<file path="config.mk">
export PLATFORM = sky130hd
export DESIGN_NAME = button_event_decoder
export DESIGN_NICKNAME = d
export VERILOG_FILES = /design/src/rtl/button_event_decoder_pkg.sv /design/src/rtl/button_event_decoder.sv
export SDC_FILE = /design/constraint.sdc
export NUM_CORES = 1
export LEC_CHECK = 0
export BUFFER_PORTS_ARGS = -buffer_cell sky130_fd_sc_hd__buf_4
export CAP_MARGIN = 5
export CORE_MARGIN = 1.5
export CORE_UTILIZATION = 45
export CTS_CLUSTER_DIAMETER = 120
export DETAILED_ROUTE_END_ITERATION = 16
export PLACE_DENSITY = 0.67
export SLEW_MARGIN = 15
export SYNTH_ARGS = -nofsm -noshare
export SYNTH_HDL_FRONTEND = slang
export SYNTH_SLANG_ARGS = --single-unit
</file>
<file path="constraint.sdc">
create_clock -name clk_tick -period 2.35 [get_ports clk_tick]
set_input_delay 0.1175 -clock clk_tick [delete_from_list [all_inputs] [get_ports clk_tick]]
set_output_delay 0.1175 -clock clk_tick [all_outputs]
set_load 0.02 [all_outputs]
</file>
<file path="src/rtl/button_event_decoder_pkg.sv">
// Shared types and default timing constants for the button event decoder.
package button_event_decoder_pkg;

  // Defaults for the top-level configuration, in ticks.
  localparam int DEF_LONG_TICKS = 50;
  localparam int DEF_GAP_TICKS  = 25;

  // Decoder FSM states.
  typedef enum logic [2:0] {
    ST_IDLE      = 3'd0,
    ST_PRESS1    = 3'd1,
    ST_WAIT2     = 3'd2,
    ST_PRESS2    = 3'd3,
    ST_LONG_HELD = 3'd4
  } state_e;

endpackage

</file>
<file path="src/rtl/button_event_decoder.sv">
// Classifies debounced button activity into short / double / long events.
// All outputs are registered; pulses are one tick wide and mutually exclusive.
module button_event_decoder
  import button_event_decoder_pkg::*;
#(
  parameter int LONG_TICKS = DEF_LONG_TICKS,
  parameter int GAP_TICKS  = DEF_GAP_TICKS,
  parameter int TMR_W      = 8,
  parameter int CNT_W      = 8
) (
  input  logic             clk_tick,
  input  logic             rst,
  input  logic             btn_i,
  output logic             short_o,
  output logic             double_o,
  output logic             long_o,
  output logic             hold_o,
  output logic [CNT_W-1:0] event_cnt_o
);

  // The long threshold is hit one tick early because the tick that sampled
  // the press edge already counts as a pressed tick.
  localparam logic [TMR_W-1:0] LONG_HIT = TMR_W'(LONG_TICKS - 2);
  localparam logic [TMR_W-1:0] GAP_HIT  = TMR_W'(GAP_TICKS - 1);

  state_e             state_q, state_d;
  logic [TMR_W-1:0]   timer_q, timer_d;
  logic               btn_q;
  logic               short_q, short_d;
  logic               double_q, double_d;
  logic               long_q, long_d;
  logic               hold_q, hold_d;
  logic [CNT_W-1:0]   cnt_q, cnt_d;
  logic               rise;
  logic               any_evt;

  assign rise    = btn_i & ~btn_q;
  assign any_evt = short_d | double_d | long_d;

  // Next-state, pulse and timer logic; release always beats the long threshold.
  always_comb begin
    state_d  = state_q;
    timer_d  = timer_q;
    short_d  = 1'b0;
    double_d = 1'b0;
    long_d   = 1'b0;
    hold_d   = hold_q;
    case (state_q)
      ST_IDLE: begin
        if (rise) state_d = ST_PRESS1;
      end
      ST_PRESS1: begin
        if (!btn_i) begin
          state_d = ST_WAIT2;
        end else if (timer_q == LONG_HIT) begin
          long_d  = 1'b1;
          hold_d  = 1'b1;
          state_d = ST_LONG_HELD;
        end
      end
      ST_WAIT2: begin
        if (btn_i) begin
          state_d = ST_PRESS2;
        end else if (timer_q == GAP_HIT) begin
          short_d = 1'b1;
          state_d = ST_IDLE;
        end
      end
      ST_PRESS2: begin
        if (!btn_i) begin
          double_d = 1'b1;
          state_d  = ST_IDLE;
        end else if (timer_q == LONG_HIT) begin
          long_d  = 1'b1;
          hold_d  = 1'b1;
          state_d = ST_LONG_HELD;
        end
      end
      ST_LONG_HELD: begin
        if (!btn_i) begin
          hold_d  = 1'b0;
          state_d = ST_IDLE;
        end
      end
      default: begin
        hold_d  = 1'b0;
        state_d = ST_IDLE;
      end
    endcase

    if (state_d != state_q) begin
      timer_d = '0;
    end else if (state_q == ST_PRESS1 || state_q == ST_WAIT2 ||
                 state_q == ST_PRESS2) begin
      timer_d = timer_q + 1'b1;
    end

    cnt_d = cnt_q + {{(CNT_W-1){1'b0}}, any_evt};
  end

  // State and output registers; btn_q resets high so a button held through
  // reset is ignored until it is first seen released.
  always_ff @(posedge clk_tick or posedge rst) begin
    if (rst) begin
      state_q  <= ST_IDLE;
      timer_q  <= '0;
      btn_q    <= 1'b1;
      short_q  <= 1'b0;
      double_q <= 1'b0;
      long_q   <= 1'b0;
      hold_q   <= 1'b0;
      cnt_q    <= '0;
    end else begin
      state_q  <= state_d;
      timer_q  <= timer_d;
      btn_q    <= btn_i;
      short_q  <= short_d;
      double_q <= double_d;
      long_q   <= long_d;
      hold_q   <= hold_d;
      cnt_q    <= cnt_d;
    end
  end

  assign short_o     = short_q;
  assign double_o    = double_q;
  assign long_o      = long_q;
  assign hold_o      = hold_q;
  assign event_cnt_o = cnt_q;

endmodule

</file>
==> run metrics <==
status complete, but fails checks; failing checks hold timing; All-Layer GR Usage 0.1585; Hold Slack -0.01421 ns; Ports 15; Switching Power 0.0004114 W; total of max-cap violations 0; Setup Skew 0.007368 ns; Critical Path RT 2.56 ns; HP Class in -> async; FP Rows 19; first-pass GRT wire length 4022 um; Sum Neg Setup Slack 0 ns; Post-Synth XOR/XNOR Area 0.08957; kind of critical path reg -> reg; die width 56.15 um; vias in the first global route 914; LEAKAGE 0.6955 nW; Die ar. 0.003153 sq mm; adder-cell share of the synthesized area 0.03937; clock power share 0.236; sw frac 0.3275; Filler cells 244; worst skew pair latency 0.31 ns; endpoints failing setup 0; reg2reg path depth 11; PortBufs 14; crit path time final 2.280 ns; via-per-instance ratio 5.457; HPWL after DPL 1720 um; RePlAce Congestion 0.8543; largest net degree at the start of global routing 25; Syn. warnings 0; Max FO, Critical Path 3; Max IR drop VDD 0.5416 mV; final worst-path cycle share 0.9702; antenna diode count 0; Congestion Overflow GR 0; Placed Area 0.001445 sq mm; part of the Yosys area used for sequential elements 0.4734; dominant synthesized flop cell dfrtp_1; initial antenna violation count 0; ANT nets after route 0; Initial DRT Pass Iterations 4; clk root buf clkbuf_4; WL final 2356 um; area grow syn2layout 21.16%; ys async rst share 1.000; Die Y 56.15 um; total CTS buffers 3; Syn Area/Cell 10.51 sq um; clock slew at reported path FFs 0.14 ns; Post-Synthesis Cells 121; sequential power share 0.415; Critical Path Start Type flip-flop; H-tree depth 1; CP endpoint kind flip-flop; Post-Synth Simple-Gate Area 0.2461; Final #Nets 152; Hold Fails Final Rpt 23; P per Cell Area 815.6 mW/mm^2; Via Count 955; Slew headroom 0.4045; #FFs+latches synth 24; Worst EP arrival 2.49 ns; multiplexer share of the synthesized area 0.007874; worst slew pin tran 0.8922 ns; DRC 0; share of cells above drive strength 1 0.2847; power share of the combinational group 0.349; syn nets 128; Netlist cell types 39; Initial Utilization 0.4691; RSZ-0062 raised after global routing true; Routed WL per cell 13.46 um; most frequent cells in the layout 23 x dfrtp_1, 23 x buf_4, 10 x xnor2_1; Max Fclk 438.6 MHz; fin. max-slew vios 0; EDFF count, synth 0; core area 0.002710 sq mm; synthesized area 0.001271 sq mm; CTS tree done; clock sinks 24; Synth Area in Compound Gates 0.1083; Util after Layout 0.5683; largest family of logic cells by synthesized area simple AND/OR/NAND/NOR gates; Int Pwr 0.0008448 W; Finished Cell Area 0.001540 sq mm; DRT iter0 DRCs 24; clock buffer depth 2
## power by group through the flow
stage,registers (W),clock network (W),logic (W)
floorplan,0.000560,0,0.000241
global placement,0.000521,0,0.000408
detailed placement,0.000525,0,0.000418
CTS,0.000516,0.000301,0.000422
global route,0.000527,0.000315,0.000475
finish,0.000521,0.000296,0.000439
## critical path: stages (launching register included)
cell	delay, ns
dfrtp_1	0.44
inv_2	0.08
ha_2	0.17
nor4b_4	0.22
buf_4	0.17
nand4b_1	0.09
a21oi_1	0.16
ha_2	0.20
and3_1	0.18
nand3_2	0.09
or2_4	0.26
xnor2_1	0.12
## registers in the layout, indices dropped and copies added (netlist names)
register and cells:
double_o 1, short_o 1, event_cnt_o 8, timer_q 8
long_o 1, state_q 3, btn_q 1, hold_o 1
## final timing paths
path                       slack [ns]            from        endpoint
setup reg to reg                 0.07      timer_q[0]  event_cnt_o[7]
max in group asynchronous        1.82             rst          long_o
setup / recovery                 0.07      timer_q[0]  event_cnt_o[7]
hold reg to reg                  0.48  event_cnt_o[7]  event_cnt_o[7]
min in group clk_tick            0.48  event_cnt_o[7]  event_cnt_o[7]
hold / removal                  -0.01             rst      timer_q[0]
## cells by family after synthesis
group / after synthesis
flip-flops: 24
buffers and inverters: 11
adder cells (fa/ha/maj): 4
XOR/XNOR: 13
multiplexers: 1
AO/OA/AOI/OAI: 17
AND/OR/NAND/NOR: 51
## cell type report
cell class                      count  area [sq um]  share of cell area
Clock buffer                        3         22.52             0.01462
Sequential cell                    24         601.8              0.3907
Multi-Input combinational cell     86         641.9              0.4167
Timing Repair Buffer               24         182.7              0.1186
Tap cell                           31         38.79             0.02518
Inverter                            6         22.52             0.01462
Clock inverter                      1         30.03             0.01950
## synth_stat cells, types with 2 or more instances
| cell type | instances | area [sq um] |
|---|---|---|
| dfrtp_1 | 23 | 575.6 |
| xnor2_1 | 10 | 87.58 |
| nand2_1 | 9 | 33.78 |
| nor3_1 | 9 | 45.04 |
| a21oi_1 | 6 | 30.03 |
| inv_1 | 6 | 22.52 |
| nor2_1 | 6 | 22.52 |
| ha_1 | 4 | 50.05 |
| nand3_1 | 4 | 20.02 |
| o21ai_0 | 4 | 20.02 |
| and3_1 | 3 | 18.77 |
| nor2b_1 | 3 | 18.77 |
| xor2_1 | 3 | 26.28 |
| buf_2 | 2 | 10.01 |
| clkbuf_1 | 2 | 7.510 |
| nand3b_1 | 2 | 15.01 |
| nand4b_1 | 2 | 17.52 |
| nor4_1 | 2 | 12.51 |
## layer usage
metal / vias up / share of wire / track usage
met4: 0 / 0.0081 / 0.05442
met1: 460 / 0.48 / 0.2262
met2: 21 / 0.48 / 0.2487
met3: 2 / 0.032 / 0.02093
li1: 472 / - / -
met5: - / 0 / 0
## repair_timing
| item | in CTS | in global routing |
|---|---|---|
| resized for setup | 0 | 6 |
| endpoints found under the setup margin | 0 | 2 |
| hold buffers | 1 | 0 |
| setup buffers | 0 | 2 |
| endpoints found under the hold margin | 1 | 0 |
## metrics by stage
stage | power (W) | setup slack (ns) | instances
global placement | 0.0009285 | 0.09808 | 168
floorplan | 0.0008014 | 0.01849 | 121
finish | 0.001256 | 0.07009 | 175
global route | 0.001318 | -0.04203 | 175
CTS | 0.001238 | 0.001329 | 173
detailed placement | 0.0009424 | 0.02257 | 168
Note: power is estimated with default switching activity, not from simulation.
